<file path="src/rtl/uart_pkg.sv">
// Shared UART types and helpers. The PARITY state and parity bit count exist only
// when UART_TX_PARITY_EN is defined.
package uart_pkg;

`ifdef UART_TX_PARITY_EN
  typedef enum logic [2:0] {
    IDLE   = 3'd0,
    START  = 3'd1,
    DATA   = 3'd2,
    PARITY = 3'd3,
    STOP   = 3'd4
  } uart_state_t;

  localparam int PARITY_BITS = 1;
`else
  typedef enum logic [2:0] {
    IDLE  = 3'd0,
    START = 3'd1,
    DATA  = 3'd2,
    STOP  = 3'd4
  } uart_state_t;

  localparam int PARITY_BITS = 0;
`endif

  // Bit-times in one frame: start + data + optional parity + stop.
  function automatic int frame_bits(input int data_bits, input int stop_bits, input int parity_bits);
    return 1 + data_bits + parity_bits + stop_bits;
  endfunction

endpackage

</file>
<file path="src/rtl/uart_tx_frame_if.sv">
// Producer-to-transmitter word handshake (valid/ready plus data word).
interface uart_tx_frame_if #(
  parameter int DATA_BITS = 8
);
  logic                 tx_valid;
  logic [DATA_BITS-1:0] tx_data;
  logic                 tx_ready;

  modport master (output tx_valid, output tx_data, input tx_ready);
  modport slave  (input tx_valid, input tx_data, output tx_ready);
endinterface

</file>
<file path="src/rtl/uart_baud_tick.sv">
// Clocks-per-bit divider: tick is high in the last cycle of every bit period.
// Shared with the UART receiver.
module uart_baud_tick #(
  parameter int CLK_DIV = 16
) (
  input  logic clk,
  input  logic rst,
  input  logic clear,
  output logic tick
);
  localparam int CW = $clog2(CLK_DIV);
  localparam logic [CW-1:0] LAST = CW'(CLK_DIV - 1);

  logic [CW-1:0] count;

  always_ff @(posedge clk) begin
    if (rst || clear) begin
      count <= '0;
    end else if (count == LAST) begin
      count <= '0;
    end else begin
      count <= count + CW'(1);
    end
  end

  assign tick = (count == LAST);
endmodule

</file>
<file path="src/rtl/uart_tx_frame.sv">
// UART transmitter: one word per valid/ready transfer, sent start/data(LSB first)/parity/stop.
// Define UART_TX_PARITY_EN to insert a parity bit (even, or odd with PARITY_ODD=1).
module uart_tx_frame
  import uart_pkg::*;
#(
  parameter int CLK_DIV    = 16,
  parameter int DATA_BITS  = 8,
  parameter int STOP_BITS  = 1,
  parameter int PARITY_ODD = 0
) (
  input  logic             clk,
  input  logic             rst,
  uart_tx_frame_if.slave   tx_if,
  output logic             txd,
  output logic             busy
);
  localparam logic [3:0] LAST_DATA = 4'(DATA_BITS - 1);
  localparam logic [3:0] LAST_STOP = 4'(STOP_BITS - 1);

  if (CLK_DIV < 2 || DATA_BITS < 5 || DATA_BITS > 9 ||
      (STOP_BITS != 1 && STOP_BITS != 2) || PARITY_ODD < 0 || PARITY_ODD > 1) begin : g_bad_params
    $error("uart_tx_frame: illegal parameter value");
  end

  uart_state_t          state;
  logic [DATA_BITS-1:0] shreg;
  logic [3:0]           bit_cnt;
  logic                 tick;
  logic                 accept;
`ifdef UART_TX_PARITY_EN
  logic                 parity_bit;
`endif

  assign accept = tx_if.tx_valid && tx_if.tx_ready;

  // Divider is held clear while idle so START always gets a full bit period.
  uart_baud_tick #(.CLK_DIV(CLK_DIV)) u_tick (
    .clk   (clk),
    .rst   (rst),
    .clear (state == IDLE),
    .tick  (tick)
  );

  // txd is registered one bit ahead: each transition edge loads the level of the next bit.
  always_ff @(posedge clk) begin
    if (rst) begin
      state          <= IDLE;
      shreg          <= '0;
      bit_cnt        <= '0;
      txd            <= 1'b1;
      tx_if.tx_ready <= 1'b1;
      busy           <= 1'b0;
`ifdef UART_TX_PARITY_EN
      parity_bit     <= 1'b0;
`endif
    end else begin
      case (state)
        IDLE: begin
          if (accept) begin
            shreg          <= tx_if.tx_data;
            bit_cnt        <= '0;
            txd            <= 1'b0;
            tx_if.tx_ready <= 1'b0;
            busy           <= 1'b1;
            state          <= START;
`ifdef UART_TX_PARITY_EN
            parity_bit     <= (^tx_if.tx_data) ^ PARITY_ODD[0];
`endif
          end
        end
        START: begin
          if (tick) begin
            txd   <= shreg[0];
            state <= DATA;
          end
        end
        DATA: begin
          if (tick) begin
            shreg <= shreg >> 1;
            if (bit_cnt == LAST_DATA) begin
              bit_cnt <= '0;
`ifdef UART_TX_PARITY_EN
              txd     <= parity_bit;
              state   <= PARITY;
`else
              txd     <= 1'b1;
              state   <= STOP;
`endif
            end else begin
              bit_cnt <= bit_cnt + 4'd1;
              txd     <= shreg[1];
            end
          end
        end
`ifdef UART_TX_PARITY_EN
        PARITY: begin
          if (tick) begin
            txd   <= 1'b1;
            state <= STOP;
          end
        end
`endif
        STOP: begin
          if (tick) begin
            if (bit_cnt == LAST_STOP) begin
              bit_cnt        <= '0;
              tx_if.tx_ready <= 1'b1;
              busy           <= 1'b0;
              state          <= IDLE;
            end else begin
              bit_cnt <= bit_cnt + 4'd1;
            end
          end
        end
        default: begin
          txd            <= 1'b1;
          tx_if.tx_ready <= 1'b1;
          busy           <= 1'b0;
          state          <= IDLE;
        end
      endcase
    end
  end
endmodule

</file>
<file path="src/flat_wrapper.sv">
// flat-port wrapper written by rule: the top's interface ports become plain ports
module uart_tx_frame_flat import uart_pkg::*;
#(
  parameter int CLK_DIV    = 16,
  parameter int DATA_BITS  = 8,
  parameter int STOP_BITS  = 1,
  parameter int PARITY_ODD = 0
)
  (clk, rst, txd, busy, tx_if_tx_valid, tx_if_tx_data, tx_if_tx_ready);
  uart_tx_frame_if #(.DATA_BITS(DATA_BITS)) tx_if_i ();
  input  logic clk;
  input  logic rst;
  output logic txd;
  output logic busy;
  input wire logic [$bits(tx_if_i.tx_valid)-1:0] tx_if_tx_valid;
  input wire logic [$bits(tx_if_i.tx_data)-1:0] tx_if_tx_data;
  output wire logic [$bits(tx_if_i.tx_ready)-1:0] tx_if_tx_ready;
  assign tx_if_i.tx_valid = tx_if_tx_valid;
  assign tx_if_i.tx_data = tx_if_tx_data;
  assign tx_if_tx_ready = tx_if_i.tx_ready;
  uart_tx_frame #(.CLK_DIV(CLK_DIV), .DATA_BITS(DATA_BITS), .STOP_BITS(STOP_BITS), .PARITY_ODD(PARITY_ODD)) u_core (.clk(clk), .rst(rst), .tx_if(tx_if_i), .txd(txd), .busy(busy));
endmodule
</file>
<file path="config.mk">
export PLATFORM = sky130hd
export DESIGN_NAME = uart_tx_frame_flat
export DESIGN_NICKNAME = d
export VERILOG_FILES = /design/src/rtl/uart_pkg.sv /design/src/rtl/uart_tx_frame_if.sv /design/src/rtl/uart_baud_tick.sv /design/src/rtl/uart_tx_frame.sv /design/src/flat_wrapper.sv
export SDC_FILE = /design/constraint.sdc
export NUM_CORES = 1
export LEC_CHECK = 0
export CORE_UTILIZATION = 54
export CTS_CLUSTER_SIZE = 10
export DETAILED_ROUTE_END_ITERATION = 12
export PLACE_DENSITY = 0.77
export SYNTH_ARGS = -nofsm -noshare
export SYNTH_HDL_FRONTEND = slang
export SYNTH_SLANG_ARGS = --single-unit
</file>
<file path="constraint.sdc">
create_clock -name clk -period 2.3 [get_ports clk]
set_clock_uncertainty 0.1 [all_clocks]
set_input_delay 0.46 -clock clk [delete_from_list [all_inputs] [get_ports clk]]
set_output_delay 0.46 -clock clk [all_outputs]
set_load 0.02 [all_outputs]
</file>
==> run_results.csv, run 1 <==
group,metric,value,unit
run_status,run_status,"finished clean",
routing,wl_per_cell,13.0,um
clocking,hold_buffers,0,
clocking,cts_setup_buffers,0,
critical_path,critical_path_arrival,2.13,ns
synthesis,yosysWarnings,0,
clocking,root_buffer,"clkbuf_4",
clocking,cts_tree,"done",
global_route,grt_pass1_wl,4.45,mm
placed_design,globalplace.congestion,0.794,
critical_path,cpMaxStageDelayCell,"dfxtp_1",
global_route,grt_max_degree,14,
die,num_rows,16,
routing,num_vias,1089,
power_and_ir_drop,p_int,929,uW
critical_path,start_kind,"flip-flop",
hold_path,hp-class,"reg2reg",
cells_and_area,final_common_cell,"dfxtp_1",
timing,grt_setup_unrepaired,"false",
die,top_level_ports,14,
critical_path,cp_max_fo,12,
placed_design,io_buffers,13,
critical_path,crit_required,2.44,ns
clocking,cts_buffers,3,
power_and_ir_drop,p_per_area,1020,nW/um2
power_and_ir_drop,sw_frac_of_total,0.374,
die,die-height,49.7,um
critical_path,path_buf_inv,0,
synthesis,synth-seq-cells,22,
die,coreArea,2040,um2
power_and_ir_drop,switching_power,554,uW
critical_path,cp_cell_sequence,"nor3b_1, nand2_1, a2111o_1, o22ai_1",
critical_path,cp-end-kind,"flip-flop",
cells_and_area,syn2layout_area_growth,18.4,%
power_and_ir_drop,ir_drop,0.582,mV
critical_path,critical_path_class,"reg2reg",
timing,fmax,501,MHz
clocking,clk_pin_slew_worst_paths,0.12,ns
clocking,clkLatencyLatePin,0.30,ns
global_route,gr-usage-all-layers,0.233,
power_and_ir_drop,p_leak,0.567,nW
die,die_x,49.7,um
routing,viasPerCell,5.70,
critical_path,crit_family,"simple AND/OR/NAND/NOR gates",
critical_path,critPathMaxStageDelay,0.59,ns
synthesis,yosysSeqAreaShare,0.358,
placed_design,post_dp_cell_area,1420,um2
synthesis,synth_ff_type,"dfxtp_1",
synthesis,netlist_area,1230,um2
global_route,gr-total-overflow,0,
placed_design,dpl.hpwl,1.85,mm
power_and_ir_drop,combPwrFrac,0.462,
power_and_ir_drop,seq_power_share,0.397,
power_and_ir_drop,p_clk_frac,0.142,
synthesis,syn_inst,145,
clocking,post_cts_resized,0,
timing,worst_slew_pin_slew,0.526,ns
clocking,htree_levels,1,
synthesis,synth_edf_count,0,
timing,fin_crit_sh,0.867,
synthesis,syn_nets,159,
routing,ant_nets,0,
cells_and_area,layout_common_cells,"22 x dfxtp_1, 21 x nand2_1, 13 x nor2_1, 13 x clkdlybuf4s50_1",
die,initial_utilization,0.602,
die,die_area,2470,um2
synthesis,async_reset_ff_frac,0,
clocking,cts_num_sinks,22,
cells_and_area,drive_above_1_share,0.116,
job,drv_cap,0,
cells_and_area,layout.nets,179,
global_route,antenna_found_initial,0,
routing,wl,2.48,mm
synthesis,synth.distinct_cells,46,
clocking,cts_buffer_depth,2,
timing,timing.final.hold_violations,0,
routing,drt_iter0_markers,42,
timing,drv_slew,0,
cells_and_area,diodes,0,
timing,tns,0,ns
timing,relSlewSlack,0.649,
global_route,grt_pass1_vias,1024,
cells_and_area,design_area,1460,um2
timing,period_minus_slack,2.00,ns
synthesis,synth.avg_cell_area,8.47,um2
timing,setup_viol,0,
routing,drcViolationCount,0,
routing,drt_pass1_iterations,4,
path summary, 6_finish.rpt:
| kind | startpoint | end | slack [ns] | cells past startpoint |
|---|---|---|---|---|
| worst min-delay path | u_core.u_tick.count[0] | u_core.u_tick.count[0] | 0.35 | 1 |
| worst max register to register | u_core.state[1] | u_core.bit_cnt[2] | 0.30 | 4 |
| worst max-delay path | u_core.state[1] | u_core.bit_cnt[2] | 0.30 | 4 |
| worst min register to register | u_core.u_tick.count[0] | u_core.u_tick.count[0] | 0.35 | 1 |
metal layers:
metal  global-route usage  vias to the layer above  part of all wire
met5                    0                        -                 0
met3               0.0278                        2             0.034
li1                     -                      567                 -
met2                0.390                       26              0.48
met4               0.0714                        0            0.0048
met1                0.309                      494              0.48
cells in the mapped netlist (3+ instances only):
library cell  number  area share
inv_1              6       0.018
dfxtp_1           22        0.36
nor3_1             4       0.016
nor2_1            13       0.040
buf_2              3       0.012
o21ai_1            3       0.012
a311oi_1           5       0.036
nand2_1           21       0.064
nand3_1            6       0.024
a21oi_1           10       0.041
nor3b_1            3       0.018
ha_1               3       0.031
kinds of logic after synthesis:
kind of cell,count (synthesis),synth area share
flops,22,0.358
buf+inv,14,0.0580
fa+ha+maj,3,0.0306
mux,3,0.0255
xor+xnor,4,0.0285
simple gates,59,0.232
compound gates,40,0.267
registers in the layout, summed over array words and instances, names as in the netlist:
register,count
u_core.txd,1
u_core.bit_cnt,4
u_core.tx_if.tx_ready,1
u_core.shreg,8
u_core.busy,1
u_core.state,3
u_core.u_tick.count,4
worst reg2reg max path: cells and delay by family, from the launching register on:
kind / cells / cell delay (ns)
compound gates: 2 / 0.59
flops: 1 / 0.59
simple gates: 2 / 0.66
power by group through the flow:
stage	Sequential [mW]	Combinational [mW]	Clock, mW
after floorplan	0.584	0.508	0
after global placement	0.593	0.669	0
after detailed placement	0.597	0.683	0
after CTS	0.588	0.688	0.216
after global routing	0.606	0.759	0.230
final	0.588	0.685	0.210
cell type report:
type,count,area [um2]
fillers,172,587
multi-input cells,109,717
flip-flops and latches,22,440
repair buffers,23,205
inverters,6,22.5
well taps,27,33.8
clock buffers,4,36.3
stage by stage:
| step | utilization | total power, mW | hold WS (ns) | setup WS, ns | std cells |
|---|---|---|---|---|---|
| floorplan | - | 1.09 | 0.318 | 0.435 | 145 |
| global placement | 0.695 | 1.26 | 0.330 | 0.0854 | 187 |
| detailed placement | 0.695 | 1.28 | 0.336 | 0.0640 | 187 |
| CTS | 0.713 | 1.49 | 0.358 | 0.310 | 191 |
| global route | 0.713 | 1.60 | 0.385 | 0.108 | 191 |
| finish | 0.713 | 1.48 | 0.355 | 0.305 | 191 |
Note: power is estimated with default switching activity, not from simulation.
==> run 2: changes to the inputs <==
Settings changed: CAP_MARGIN from default to 20, CORE_MARGIN from default to 5.
==> run 2 against run 1 <==
Routed wire length is 7.3% higher. Maximum frequency is 0.69% higher. Worst hold slack improved by 0.0067 ns. Critical endpoint is now u_core.shreg[0]. Die area up 35%. Flip-flop and latch count stayed put. Register-to-register slack about the same. Sequential power shrank 4.3%. Count of clock-buffer cells in the layout unchanged. Global-route usage fell by 5.1 points. Combinational power is 6.6% higher.
==> run_results.csv, run 2 (synthesis gave the netlist of run 1 again) <==
group,metric,value,unit
global_route,grt_pass1_wl,4.76,mm
die,num_rows,17,
routing,num_vias,1118,
critical_path,cpMaxStageDelayCell,"a2111oi_4",
critical_path,crit_family,"compound AO/OA/AOI/OAI gates",
job,drv_cap,0,
critical_path,critical_path_arrival,2.11,ns
global_route,antenna_found_initial,0,
cells_and_area,diodes,0,
clocking,cts_buffer_depth,2,
critical_path,r2r_start,"u_core.u_tick.count[0]",
routing,drt_iter0_markers,18,
die,initial_utilization,0.561,
run_status,run_status,"finished clean",
power_and_ir_drop,p_clk_frac,0.143,
power_and_ir_drop,combPwrFrac,0.484,
cells_and_area,fillers,194,
timing,fmax,505,MHz
clocking,cts_tree,"done",
critical_path,rrSetupSlack,0.32,ns
critical_path,worstSetupEndpoint,"u_core.shreg[0]",
cells_and_area,layout.nets,177,
timing,worst_slew_pin_slew,0.477,ns
placed_design,pre_cts_ws,0.0454,ns
power_and_ir_drop,p_int,945,uW
global_route,grt_max_degree,17,
timing,fin_crit_sh,0.862,
power_and_ir_drop,p_per_area,1040,nW/um2
clocking,root_buffer,"clkbuf_4",
clocking,post_cts_resized,0,
timing,relSlewSlack,0.681,
timing,worst_slack,0.318,ns
routing,viasPerCell,5.88,
critical_path,crit_cells,6,
critical_path,cp-end-kind,"flip-flop",
placed_design,globalplace.congestion,0.833,
critical_path,critical_path_class,"reg2reg",
die,die_area,3330,um2
global_route,gr-usage-all-layers,0.182,
cells_and_area,reg_top3,"u_core.shreg (8), u_core.bit_cnt (4), u_core.u_tick.count (4)",
critical_path,cp_max_fo,16,
global_route,gr-max-usage-layer,"met2",
cells_and_area,syn2layout_area_growth,18.3,%
global_route,grt_pass1_vias,1104,
die,top_level_ports,14,
routing,wl_per_cell,14.0,um
critical_path,crit_path_start,"u_core.u_tick.count[0]",
routing,drt_pass1_iterations,4,
critical_path,start_kind,"flip-flop",
cells_and_area,drive_above_1_share,0.105,
critical_path,r2r_end,"u_core.shreg[0]",
hold_path,hp-class,"reg2reg",
cells_and_area,regMostFlops,"u_core.shreg",
power_and_ir_drop,seq_power_share,0.373,
placed_design,post_dp_cell_area,1420,um2
cells_and_area,layout_common_cells,"22 x dfxtp_1, 21 x nand2_1, 13 x nor2_1, 13 x clkdlybuf4s50_1, 10 x a21oi_1",
timing,tns,0,ns
cells_and_area,largest_register_ffs,8,
routing,drcViolationCount,0,
die,coreArea,2190,um2
global_route,use_met2,0.298,
clocking,cts_num_sinks,22,
die,die_x,57.7,um
clocking,htree_levels,1,
power_and_ir_drop,p_leak,0.562,nW
timing,setup_viol,0,
die,die-height,57.7,um
critical_path,cp_cell_sequence,"ha_1, nand3_1, a2111oi_4, buf_12, nor2_1, a311oi_1",
critical_path,path_buf_inv,1,
timing,period_minus_slack,1.98,ns
clocking,hold_buffers,0,
power_and_ir_drop,sw_frac_of_total,0.374,
clocking,cts_buffers,3,
clocking,clkLatencyLatePin,0.31,ns
timing,timing.final.hold_violations,0,
global_route,use_met3,0.0401,
cells_and_area,seqCellArea,440,um2
critical_path,critPathMaxStageDelay,0.48,ns
critical_path,r2r_cells,6,
power_and_ir_drop,ir_drop,0.666,mV
timing,drv_slew,0,
timing,grt_setup_unrepaired,"false",
global_route,gr-total-overflow,0,
cells_and_area,design_area,1450,um2
routing,wl,2.66,mm
cells_and_area,final_common_cell,"dfxtp_1",
critical_path,crit_required,2.43,ns
placed_design,io_buffers,13,
clocking,clk_pin_slew_worst_paths,0.12,ns
placed_design,dpl.hpwl,2.00,mm
global_route,gr-usage-met1,0.209,
power_and_ir_drop,switching_power,565,uW
cells_and_area,multiInputGateArea,717,um2
clocking,cts_setup_buffers,0,
routing,ant_nets,0,
run 2: per-stage QoR:
step / utilization / total power [mW] / hold slack (ns) / cells
2_1_floorplan: - / 1.09 / 0.318 / 145
3_3_place_gp: 0.647 / 1.28 / 0.331 / 186
3_5_place_dp: 0.647 / 1.30 / 0.337 / 186
4_1_cts: 0.664 / 1.52 / 0.362 / 190
5_1_grt: 0.664 / 1.64 / 0.397 / 190
6_report: 0.664 / 1.51 / 0.362 / 190
run 2: metal layers:
metal,part of all wire,wire length (um)
met3,0.051,136
met4,0.029,77
met2,0.48,1270
met5,0,0
met1,0.44,1180
run 2: worst min path at each step:
stage / startpoint / to / slack, ns / cells past startpoint
2_1_floorplan: u_core.u_tick.count[0] / u_core.u_tick.count[0] / 0.32 / 1
3_3_place_gp: u_core.u_tick.count[0] / u_core.u_tick.count[0] / 0.33 / 1
3_5_place_dp: u_core.u_tick.count[0] / u_core.u_tick.count[0] / 0.34 / 1
4_1_cts: u_core.u_tick.count[0] / u_core.u_tick.count[0] / 0.36 / 1
5_1_grt: u_core.u_tick.count[0] / u_core.u_tick.count[0] / 0.40 / 1
6_report: u_core.u_tick.count[0] / u_core.u_tick.count[0] / 0.36 / 1
run 2: cell type report:
class                           count  share of cell area
Tap cell                           28              0.0241
Multi-Input combinational cell    109               0.493
Inverter                            6              0.0155
Sequential cell                    22               0.303
Clock buffer                        4              0.0250
Timing Repair Buffer               21               0.139
run 2: power by group through the flow:
stage,Clock (mW),Sequential (mW),Combinational (mW)
floorplan,0,0.584,0.508
global placement,0,0.567,0.713
detailed placement,0,0.573,0.728
CTS,0.223,0.564,0.733
global route,0.245,0.576,0.819
finish,0.216,0.563,0.730
